--- src/rtl/connect4_pkg.sv ---
// Shared Connect 4 definitions: command encodings, PS/2 scan-code constants,
// decoder state type and scan-code lookup helpers.
package connect4_pkg;

    localparam logic [1:0] CMD_NONE  = 2'd0;
    localparam logic [1:0] CMD_LEFT  = 2'd1;
    localparam logic [1:0] CMD_RIGHT = 2'd2;
    localparam logic [1:0] CMD_PLACE = 2'd3;

    localparam logic [7:0] SC_BREAK = 8'hF0;
    localparam logic [7:0] SC_EXT   = 8'hE0;
    localparam logic [7:0] SC_A     = 8'h1C;
    localparam logic [7:0] SC_D     = 8'h23;
    localparam logic [7:0] SC_SPACE = 8'h29;
    localparam logic [7:0] SC_LEFT  = 8'h6B;
    localparam logic [7:0] SC_RIGHT = 8'h74;
    localparam logic [7:0] SC_DOWN  = 8'h72;

    typedef enum logic [1:0] {
        ST_IDLE    = 2'd0,
        ST_BRK     = 2'd1,
        ST_EXT     = 2'd2,
        ST_EXT_BRK = 2'd3
    } dec_state_e;

    function automatic logic [1:0] map_normal(input logic [7:0] code);
        case (code)
            SC_A:     return CMD_LEFT;
            SC_D:     return CMD_RIGHT;
            SC_SPACE: return CMD_PLACE;
            default:  return CMD_NONE;
        endcase
    endfunction

    function automatic logic [1:0] map_extended(input logic [7:0] code);
        case (code)
            SC_LEFT:  return CMD_LEFT;
            SC_RIGHT: return CMD_RIGHT;
            SC_DOWN:  return CMD_PLACE;
            default:  return CMD_NONE;
        endcase
    endfunction

    // One-hot key_held position for a command; CMD_NONE maps to no bit.
    function automatic logic [2:0] cmd_onehot(input logic [1:0] c);
        case (c)
            CMD_LEFT:  return 3'b001;
            CMD_RIGHT: return 3'b010;
            CMD_PLACE: return 3'b100;
            default:   return 3'b000;
        endcase
    endfunction

endpackage

--- src/rtl/ps2_move_decoder_fifo.sv ---
// move_cmd_fifo: synchronous show-ahead FIFO; a push while full is dropped
// (and pulses o_overflow) unless a pop frees the slot in the same cycle.
module move_cmd_fifo #(
    parameter int DEPTH = 4,
    parameter int WIDTH = 2
) (
    input  logic             i_clk,
    input  logic             i_rst,
    input  logic             i_push,
    input  logic [WIDTH-1:0] i_data,
    input  logic             i_pop,
    output logic             o_valid,
    output logic [WIDTH-1:0] o_data,
    output logic             o_full,
    output logic             o_overflow
);

    localparam int AW = $clog2(DEPTH);
    localparam logic [AW:0]   FULL_CNT = (AW+1)'(DEPTH);
    localparam logic [AW:0]   CNT_ONE  = (AW+1)'(1);
    localparam logic [AW-1:0] PTR_ONE  = AW'(1);

    logic [WIDTH-1:0] r_mem [DEPTH];
    logic [AW-1:0]    r_wr_ptr;
    logic [AW-1:0]    r_rd_ptr;
    logic [AW:0]      r_count;
    logic             r_overflow;
    logic             w_pop;
    logic             w_push_ok;

    assign o_valid    = (r_count != {(AW+1){1'b0}});
    assign o_full     = (r_count == FULL_CNT);
    assign w_pop      = i_pop && o_valid;
    assign w_push_ok  = i_push && (!o_full || w_pop);
    assign o_data     = o_valid ? r_mem[r_rd_ptr] : {WIDTH{1'b0}};
    assign o_overflow = r_overflow;

    // Storage array; contents need no reset because r_count gates visibility.
    always_ff @(posedge i_clk) begin
        if (w_push_ok) begin
            r_mem[r_wr_ptr] <= i_data;
        end
    end

    // Pointers, occupancy and the dropped-push pulse.
    always_ff @(posedge i_clk) begin
        if (i_rst) begin
            r_wr_ptr   <= {AW{1'b0}};
            r_rd_ptr   <= {AW{1'b0}};
            r_count    <= {(AW+1){1'b0}};
            r_overflow <= 1'b0;
        end else begin
            if (w_push_ok) begin
                r_wr_ptr <= r_wr_ptr + PTR_ONE;
            end
            if (w_pop) begin
                r_rd_ptr <= r_rd_ptr + PTR_ONE;
            end
            case ({w_push_ok, w_pop})
                2'b10:   r_count <= r_count + CNT_ONE;
                2'b01:   r_count <= r_count - CNT_ONE;
                default: r_count <= r_count;
            endcase
            r_overflow <= i_push && !w_push_ok;
        end
    end

endmodule

--- src/rtl/ps2_move_decoder.sv ---
// PS/2 scan-code to game-command decoder with typematic suppression and a
// command FIFO. Define PS2_ARROW_KEYS_EN to enable the arrow-key aliases.
import connect4_pkg::*;

module ps2_move_decoder #(
    parameter int FIFO_DEPTH = 4
) (
    input  logic       Clock,
    input  logic       Reset,
    input  logic [7:0] received_data,
    input  logic       received_data_en,
    output logic       cmd_valid,
    output logic [1:0] cmd,
    input  logic       cmd_ready,
    output logic [2:0] key_held,
    output logic       overflow
);

    dec_state_e r_state;
    dec_state_e w_state_nxt;
    logic [5:0] r_pressed;
    logic [2:0] r_key_held;
    logic [1:0] w_norm_cmd;
    logic [1:0] w_ext_cmd;
    logic [5:0] w_norm_mask;
    logic [5:0] w_ext_mask;
    logic [5:0] w_press_mask;
    logic [5:0] w_release_mask;
    logic [5:0] w_pressed_nxt;
    logic       w_push;
    logic [1:0] w_push_cmd;
    logic       w_fifo_full;

    assign w_norm_cmd = map_normal(received_data);
`ifdef PS2_ARROW_KEYS_EN
    assign w_ext_cmd = map_extended(received_data);
    localparam logic [5:0] PRESS_MASK = 6'b111111;
`else
    // E0 is still tracked as a prefix, but no extended code is ever mapped.
    assign w_ext_cmd = CMD_NONE;
    localparam logic [5:0] PRESS_MASK = 6'b000111;
`endif

    // Bits [2:0] hold the normal keys, [5:3] their extended aliases.
    assign w_norm_mask = {3'b000, cmd_onehot(w_norm_cmd)};
    assign w_ext_mask  = {cmd_onehot(w_ext_cmd), 3'b000};

    // Prefix FSM: selects which key, if any, is pressed or released by this byte.
    always_comb begin
        w_state_nxt    = r_state;
        w_press_mask   = 6'b000000;
        w_release_mask = 6'b000000;
        if (received_data_en) begin
            case (r_state)
                ST_IDLE: begin
                    if (received_data == SC_BREAK) begin
                        w_state_nxt = ST_BRK;
                    end else if (received_data == SC_EXT) begin
                        w_state_nxt = ST_EXT;
                    end else begin
                        w_press_mask = w_norm_mask;
                    end
                end
                ST_EXT: begin
                    if (received_data == SC_BREAK) begin
                        w_state_nxt = ST_EXT_BRK;
                    end else begin
                        w_press_mask = w_ext_mask;
                        w_state_nxt  = ST_IDLE;
                    end
                end
                ST_BRK: begin
                    w_release_mask = w_norm_mask;
                    w_state_nxt    = ST_IDLE;
                end
                ST_EXT_BRK: begin
                    w_release_mask = w_ext_mask;
                    w_state_nxt    = ST_IDLE;
                end
                default: begin
                    w_state_nxt = ST_IDLE;
                end
            endcase
        end else begin
            w_state_nxt = r_state;
        end
    end

    // A press only produces a command on the clear-to-set edge of its bit.
    assign w_push        = (w_press_mask != 6'b000000) && ((r_pressed & w_press_mask) == 6'b000000);
    assign w_push_cmd    = (r_state == ST_EXT) ? w_ext_cmd : w_norm_cmd;
    assign w_pressed_nxt = ((r_pressed | w_press_mask) & ~w_release_mask) & PRESS_MASK;

    // Decoder state, pressed bits and the registered key_held level.
    always_ff @(posedge Clock) begin
        if (Reset) begin
            r_state    <= ST_IDLE;
            r_pressed  <= 6'b000000;
            r_key_held <= 3'b000;
        end else begin
            r_state    <= w_state_nxt;
            r_pressed  <= w_pressed_nxt;
            r_key_held <= w_pressed_nxt[2:0] | w_pressed_nxt[5:3];
        end
    end

    assign key_held = r_key_held;

    move_cmd_fifo #(
        .DEPTH (FIFO_DEPTH),
        .WIDTH (2)
    ) u_fifo (
        .i_clk      (Clock),
        .i_rst      (Reset),
        .i_push     (w_push),
        .i_data     (w_push_cmd),
        .i_pop      (cmd_ready),
        .o_valid    (cmd_valid),
        .o_data     (cmd),
        .o_full     (w_fifo_full),
        .o_overflow (overflow)
    );

    logic w_unused;
    assign w_unused = w_fifo_full;

endmodule

--- config.mk ---
export PLATFORM = sky130hd
export DESIGN_NAME = ps2_move_decoder
export DESIGN_NICKNAME = d
export VERILOG_FILES = /design/src/rtl/connect4_pkg.sv /design/src/rtl/ps2_move_decoder_fifo.sv /design/src/rtl/ps2_move_decoder.sv
export SDC_FILE = /design/constraint.sdc
export NUM_CORES = 1
export LEC_CHECK = 0
export ABC_CLOCK_PERIOD_IN_PS = 6100
export CAP_MARGIN = 40
export CORE_UTILIZATION = 57
export DETAILED_ROUTE_END_ITERATION = 10
export PLACE_DENSITY = 0.85
export REMOVE_ABC_BUFFERS = 1
export SKIP_LAST_GASP = 1
export SYNTH_ARGS = -nofsm -noshare
export SYNTH_HDL_FRONTEND = slang
export SYNTH_SLANG_ARGS = --single-unit
--- constraint.sdc ---
create_clock -name Clock -period 6.1 [get_ports Clock]
set_input_delay 1.22 -clock Clock [delete_from_list [all_inputs] [get_ports Clock]]
set_output_delay 1.22 -clock Clock [all_outputs]
set_load 0.02 [all_outputs]
==> impl_metrics.yaml, run 1 <==
worst_setup_path:
  max_stage_delay_ns: 0.67
  crit_arrival_ns: 4.52
  cpMaxStageDelayCell: "or4_2"
  worst_setup_path_start_kind: "input pin"
  critical_path.max_fanout: 11
  startpoint: "received_data[4]"
  critical_path_class: "input pin to flop"
  worstPathCellList: "clkdlybuf4s50_1, or4b_4, o41ai_4, o211a_1, nor2_1, fa_1, or4_2, a41oi_1"
  end_kind: "flop"
  worstPathRequired_ns: 6.32
  timing.rr.start: "r_state[0]"
layout:
  fin_cells: 164
  regArea_um2: 541
  drive_gt1_share_pct: 13.1
  num-fill-cells: 145
  syn_to_final_growth_pct: 17.2
  multi_input_area_um2: 694
  diodes: 0
  finalNetCount: 155
clock_tree:
  htree_num_levels: 1
  cts_resized: 0
  clk_pin_slew_worst_paths_ns: 0.13
  clk_latency_ns: 0.31
  cts_buffers: 3
  cts_max_path_buffers: 2
  clockRootBuffer: "clkbuf_4"
  hold_buffers: 0
  cts_tree: "done"
  cts_setup_buffers: 0
  clock_sinks: 23
power_and_ir_drop:
  power.leakage_nw: 0.531
  p_total_w: 0.000253
  powerDensity_nw_per_um2: 170
  ir_drop_uv: 102
logic_synthesis:
  synth.most_common_cell: "dfxtp_1"
  synth_warnings: 0
  synth_edf_count: 8
  ys_types: 47
  syn_area_um2: 1270
  synth_async_sr_flop_share_pct: 0
  synth_seq_area_share_pct: 42.6
  synth_top_area_cell: "dfxtp_1"
  synthTopCellsByArea: "dfxtp_1, edfxtp_1, ha_1"
  yosys-top-cells-count: "dfxtp_1, nor2_1, edfxtp_1, nand2b_1, a21oi_1"
  ys_seq_elements: 23
  synth_top_area_share_pct: 23.7
  syn_avg_cell_area_um2: 10.7
  syn_inst: 119
  synth-main-ff-cell: "dfxtp_1"
placement:
  portBuffers: 18
  hpwlAfterDp_mm: 1.90
  dp.cells: 160
  gp_congestion: 0.798
die:
  std_cell_rows: 16
  die_area_um2: 2420
  core_um2: 2020
  start_util_pct: 62.7
  pin_count: 19
  die_h_um: 49.2
  die_w_um: 49.2
run_status:
  status: "completed"
detailed_routing:
  drt-initial-drc-count: 13
  drcViolationCount: 0
  postRouteWirelength_mm: 2.47
  vias_per_cell: 6.07
  num_vias: 995
  final_antenna_net_count: 0
  routedWlPerCell_um: 15.1
  drtPass1Iterations: 4
sta:
  slew_violations: 0
  min_period_ns: 4.29
  fin_crit_sh_pct: 70.4
  fmax_ghz: 0.233
  slew_headroom_pct: 59.2
  hold_slack_ns: 0.496
  hold_violations: 0
  setup_viol: 0
  tightest_slew_ns: 0.610
  finalSetupTns_ns: 0
  rsz0062_at_grt: "no"
  fin_skew_ns: 0.00901
worst_hold_path:
  hold_start: "r_state[1]"
  hp-class: "flop to flop"
grt:
  grt_antenna_before_repair: 0
  gr-total-overflow: 0
  grt_pass1_vias: 981
  grt_max_degree: 17
  grt_pass1_wl_mm: 4.24
  track_usage_pct: 23.1
job:
  drv_cap: 0
-- kinds of logic (layout without fill, tap and decap cells) --
kind of cell	after synthesis	count (layout)	share of synthesized area (%)
compound gates	25	25	16.1
simple gates	53	53	26.2
flops	23	23	42.6
fa+ha+maj	5	5	5.52
mux	4	4	5.52
buf+inv	7	25	2.66
xor+xnor	2	2	1.38
-- routing by layer --
| layer | wire length (um) | track usage (%) |
|---|---|---|
| met4 | 66 | 10.8 |
| met5 | 0 | 0 |
| met2 | 1260 | 41.3 |
| met1 | 1040 | 26.5 |
| met3 | 113 | 3.74 |
-- critical path: cells and delay by family --
kind,cells,cell delay [ns]
AOI/OAI and AO/OA,3,1.02
adders and majority gates,1,0.43
buffers and inverters,1,0.47
and+or+nand+nor,3,1.37
-- area by class of cell --
cell class	instances	share of cell area (%)
clock buffers	4	1.77
inverters	3	0.758
multi-input cells	89	46.7
flip-flops and latches	23	36.4
well taps	27	2.27
repair buffers	18	12.1
-- stage by stage --
stage,cell area (um2),setup WS (ns),util [%]
finish,1490,1.81,73.5
global route,1490,1.69,73.5
CTS,1490,1.84,73.5
detailed placement,1460,1.53,72.2
global placement,1460,1.69,72.2
floorplan,1250,2.29,-
-- sequential cells by signal (all words and copies together), names as in the netlist, named ones only --
name	count
u_fifo.r_wr_ptr	2
u_fifo.r_mem	8
key_held	3
u_fifo.r_rd_ptr	2
r_state	2
u_fifo.r_count	3
u_fifo.o_overflow	1
-- power by group --
part           leakage [nW]  internal (W)  total (W)  switching [W]
clock network        0.0150     0.0000255  0.0000698      0.0000442
logic                 0.329     0.0000124  0.0000243      0.0000119
registers             0.187      0.000158   0.000159    0.000000612
-- path summary, 6_finish.rpt --
kind                  endpoint  slack (ns)  cells past startpoint
max          u_fifo.r_count[2]        1.81                      8
min                 r_state[1]        0.50                      2
max reg2reg  u_fifo.r_count[2]        3.09                      7
min reg2reg         r_state[1]        0.50                      2
-- layout by cell type, fill, tap and decap left out, types with 2 or more instances in the layout --
master,synthesis,final
nand3_1,6,6
o211ai_1,2,2
edfxtp_1,8,8
nor3b_1,2,2
and3_1,3,3
xor2_1,2,2
clkdlybuf4s50_1,0,18
inv_1,3,3
nand2_1,3,3
a211oi_1,4,4
clkbuf_4,0,3
ha_1,4,4
nor2b_1,3,3
a21oi_1,7,7
dfxtp_1,15,15
and3_2,2,2
nand2b_1,8,8
o21ai_0,4,4
mux4_2,2,2
nor2_1,10,10
and2_1,2,2
Power figures use the tool's default switching activity.
==> inputs of run 2 (changes only) <==
--- a/config.mk
+++ b/config.mk
@@ -5,11 +5,11 @@
 export SDC_FILE = /design/constraint.sdc
 export NUM_CORES = 1
 export LEC_CHECK = 0
-export ABC_CLOCK_PERIOD_IN_PS = 6100
+export ABC_CLOCK_PERIOD_IN_PS = 3600
 export CAP_MARGIN = 40
-export CORE_UTILIZATION = 57
+export CORE_UTILIZATION = 47
 export DETAILED_ROUTE_END_ITERATION = 10
-export PLACE_DENSITY = 0.85
+export PLACE_DENSITY = 0.76
 export REMOVE_ABC_BUFFERS = 1
 export SKIP_LAST_GASP = 1
 export SYNTH_ARGS = -nofsm -noshare
==> constraint.sdc (replaced) <==
create_clock -name Clock -period 3.6 [get_ports Clock]
set_input_delay 0.72 -clock Clock [delete_from_list [all_inputs] [get_ports Clock]]
set_output_delay 0.72 -clock Clock [all_outputs]
set_load 0.02 [all_outputs]
==> impl_metrics.yaml, run 2 (synthesis results as in run 1) <==
die:
  die_h_um: 54.0
  std_cell_rows: 18
  core_um2: 2520
  die_w_um: 54.0
  pin_count: 19
  start_util_pct: 50.3
  die_area_um2: 2910
clock_tree:
  clockRootBuffer: "clkbuf_4"
  cts_resized: 0
  cts_setup_buffers: 0
  clock_sinks: 23
  cts_max_path_buffers: 2
  htree_num_levels: 1
  cts_tree: "done"
  clk_latency_ns: 0.31
  hold_buffers: 0
  clk_pin_slew_worst_paths_ns: 0.12
  cts_buffers: 3
layout:
  mostFrequentLayoutCells: "clkdlybuf4s50_1, dfxtp_1, buf_4, nor2_1"
  largest_reg_flops: 8
  finalInstanceArea_um2: 1570
  drive_gt1_share_pct: 19.6
  diodes: 0
  mostFrequentLayoutCell: "clkdlybuf4s50_1"
  regMostFlops: "u_fifo.r_mem"
  syn_to_final_growth_pct: 24.0
  finalNetCount: 166
placement:
  dpl_cell_area_um2: 1550
  hpwlAfterDp_mm: 1.91
  portBuffers: 18
  gp_congestion: 0.815
sta:
  hold_violations: 0
  fin_skew_ns: 0.00837
  slew_headroom_pct: 62.2
  slew_violations: 0
  fin_crit_sh_pct: 92.7
  setup_viol: 0
  min_period_ns: 3.34
  fmax_ghz: 0.300
  tightest_slew_ns: 0.565
  hold_slack_ns: 0.496
  rsz0062_at_grt: "no"
worst_setup_path:
  crit_arrival_ns: 3.57
  worst_setup_path_start_kind: "input pin"
  critical_path_class: "input pin to flop"
  worstPathRequired_ns: 3.83
  cpLargestDelayFamily: "simple AND/OR/NAND/NOR gates"
  startpoint: "received_data[4]"
  timing.rr.start: "u_fifo.r_count[0]"
  max_stage_delay_ns: 0.65
  crit_buf_inv: 1
  cpMaxStageDelayCell: "or4_2"
  worstPathCellList: "clkdlybuf4s50_1, or4b_4, o41ai_4, o211a_1, nor2_1, fa_1, or4_2, a41oi_1"
  critical_path.max_fanout: 2
  end_kind: "flop"
detailed_routing:
  postRouteWirelength_mm: 2.40
  drcViolationCount: 0
  routedWlPerCell_um: 13.5
  final_antenna_net_count: 0
  vias_per_cell: 5.58
  num_vias: 993
  drt-initial-drc-count: 9
  drtPass1Iterations: 4
job:
  drv_cap: 0
run_status:
  status: "completed"
worst_hold_path:
  hp-class: "flop to flop"
  hold_start: "r_state[1]"
grt:
  track_usage_pct: 19.4
  grt_pass1_wl_mm: 3.97
  grt_antenna_before_repair: 0
  grt_max_degree: 17
  gr-total-overflow: 0
  grt_pass1_vias: 951
power_and_ir_drop:
  ir_drop_uv: 264
  powerDensity_nw_per_um2: 277
  power.leakage_nw: 0.587
==> run 2: final timing paths <==
check | endpoint | slack, ns | depth (start not counted)
min reg2reg | r_state[1] | 0.50 | 2
max reg2reg | u_fifo.r_count[2] | 1.16 | 6
min | r_state[1] | 0.50 | 2
max | u_fifo.r_count[2] | 0.26 | 8
==> run 2: layout make-up <==
cell class / instances / area, um2
Timing Repair Buffer: 29 / 263
Fill cell: 228 / 950
Inverter: 3 / 11.3
Clock buffer: 4 / 26.3
Tap cell: 30 / 37.5
Sequential cell: 23 / 541
Multi-Input combinational cell: 89 / 694
==> run 2: worst reg2reg max path: cells and delay by family, from the launching register on <==
family	cells	cell delay [ns]
and+or+nand+nor	4	1.39
DFF	1	0.39
AOI/OAI and AO/OA	1	0.22
adders and majority gates	1	0.38
==> run 2: through the flow <==
step           setup TNS [ns]  std cells  util [%]  total power [W]  worst slack [ns]
6_report                    0        178      62.4         0.000436             0.262
5_1_grt                     0        178      62.4         0.000451             0.135
4_1_cts                     0        178      62.4         0.000437             0.270
3_5_place_dp          -0.0569        174      61.3         0.000321           -0.0569
3_3_place_gp                0        174      61.3         0.000320            0.0214
2_1_floorplan               0        115         -         0.000292             0.288
==> run 2: power by group <==
part | internal, W | total [W] | switching [W]
logic | 0.0000261 | 0.0000470 | 0.0000209
clock network | 0.0000433 | 0.000120 | 0.0000766
registers | 0.000268 | 0.000269 | 0.00000102
total | 0.000337 | 0.000436 | 0.0000984
==> run 2: layer usage <==
metal,GRT usage [%],routed length (um)
met1,22.2,1050
met2,34.4,1230
met3,2.82,68
met4,10.1,47
met5,0,0
==> inputs of run 3 (changes only) <==
--- a/config.mk
+++ b/config.mk
@@ -8,6 +8,7 @@
 export ABC_CLOCK_PERIOD_IN_PS = 3600
 export CAP_MARGIN = 40
 export CORE_UTILIZATION = 47
+export CTS_CLUSTER_SIZE = 30
 export DETAILED_ROUTE_END_ITERATION = 10
 export PLACE_DENSITY = 0.76
 export REMOVE_ABC_BUFFERS = 1
==> results of run 3 <==
Same layout as run 2: the final DEF is identical, and so are final timing and power.
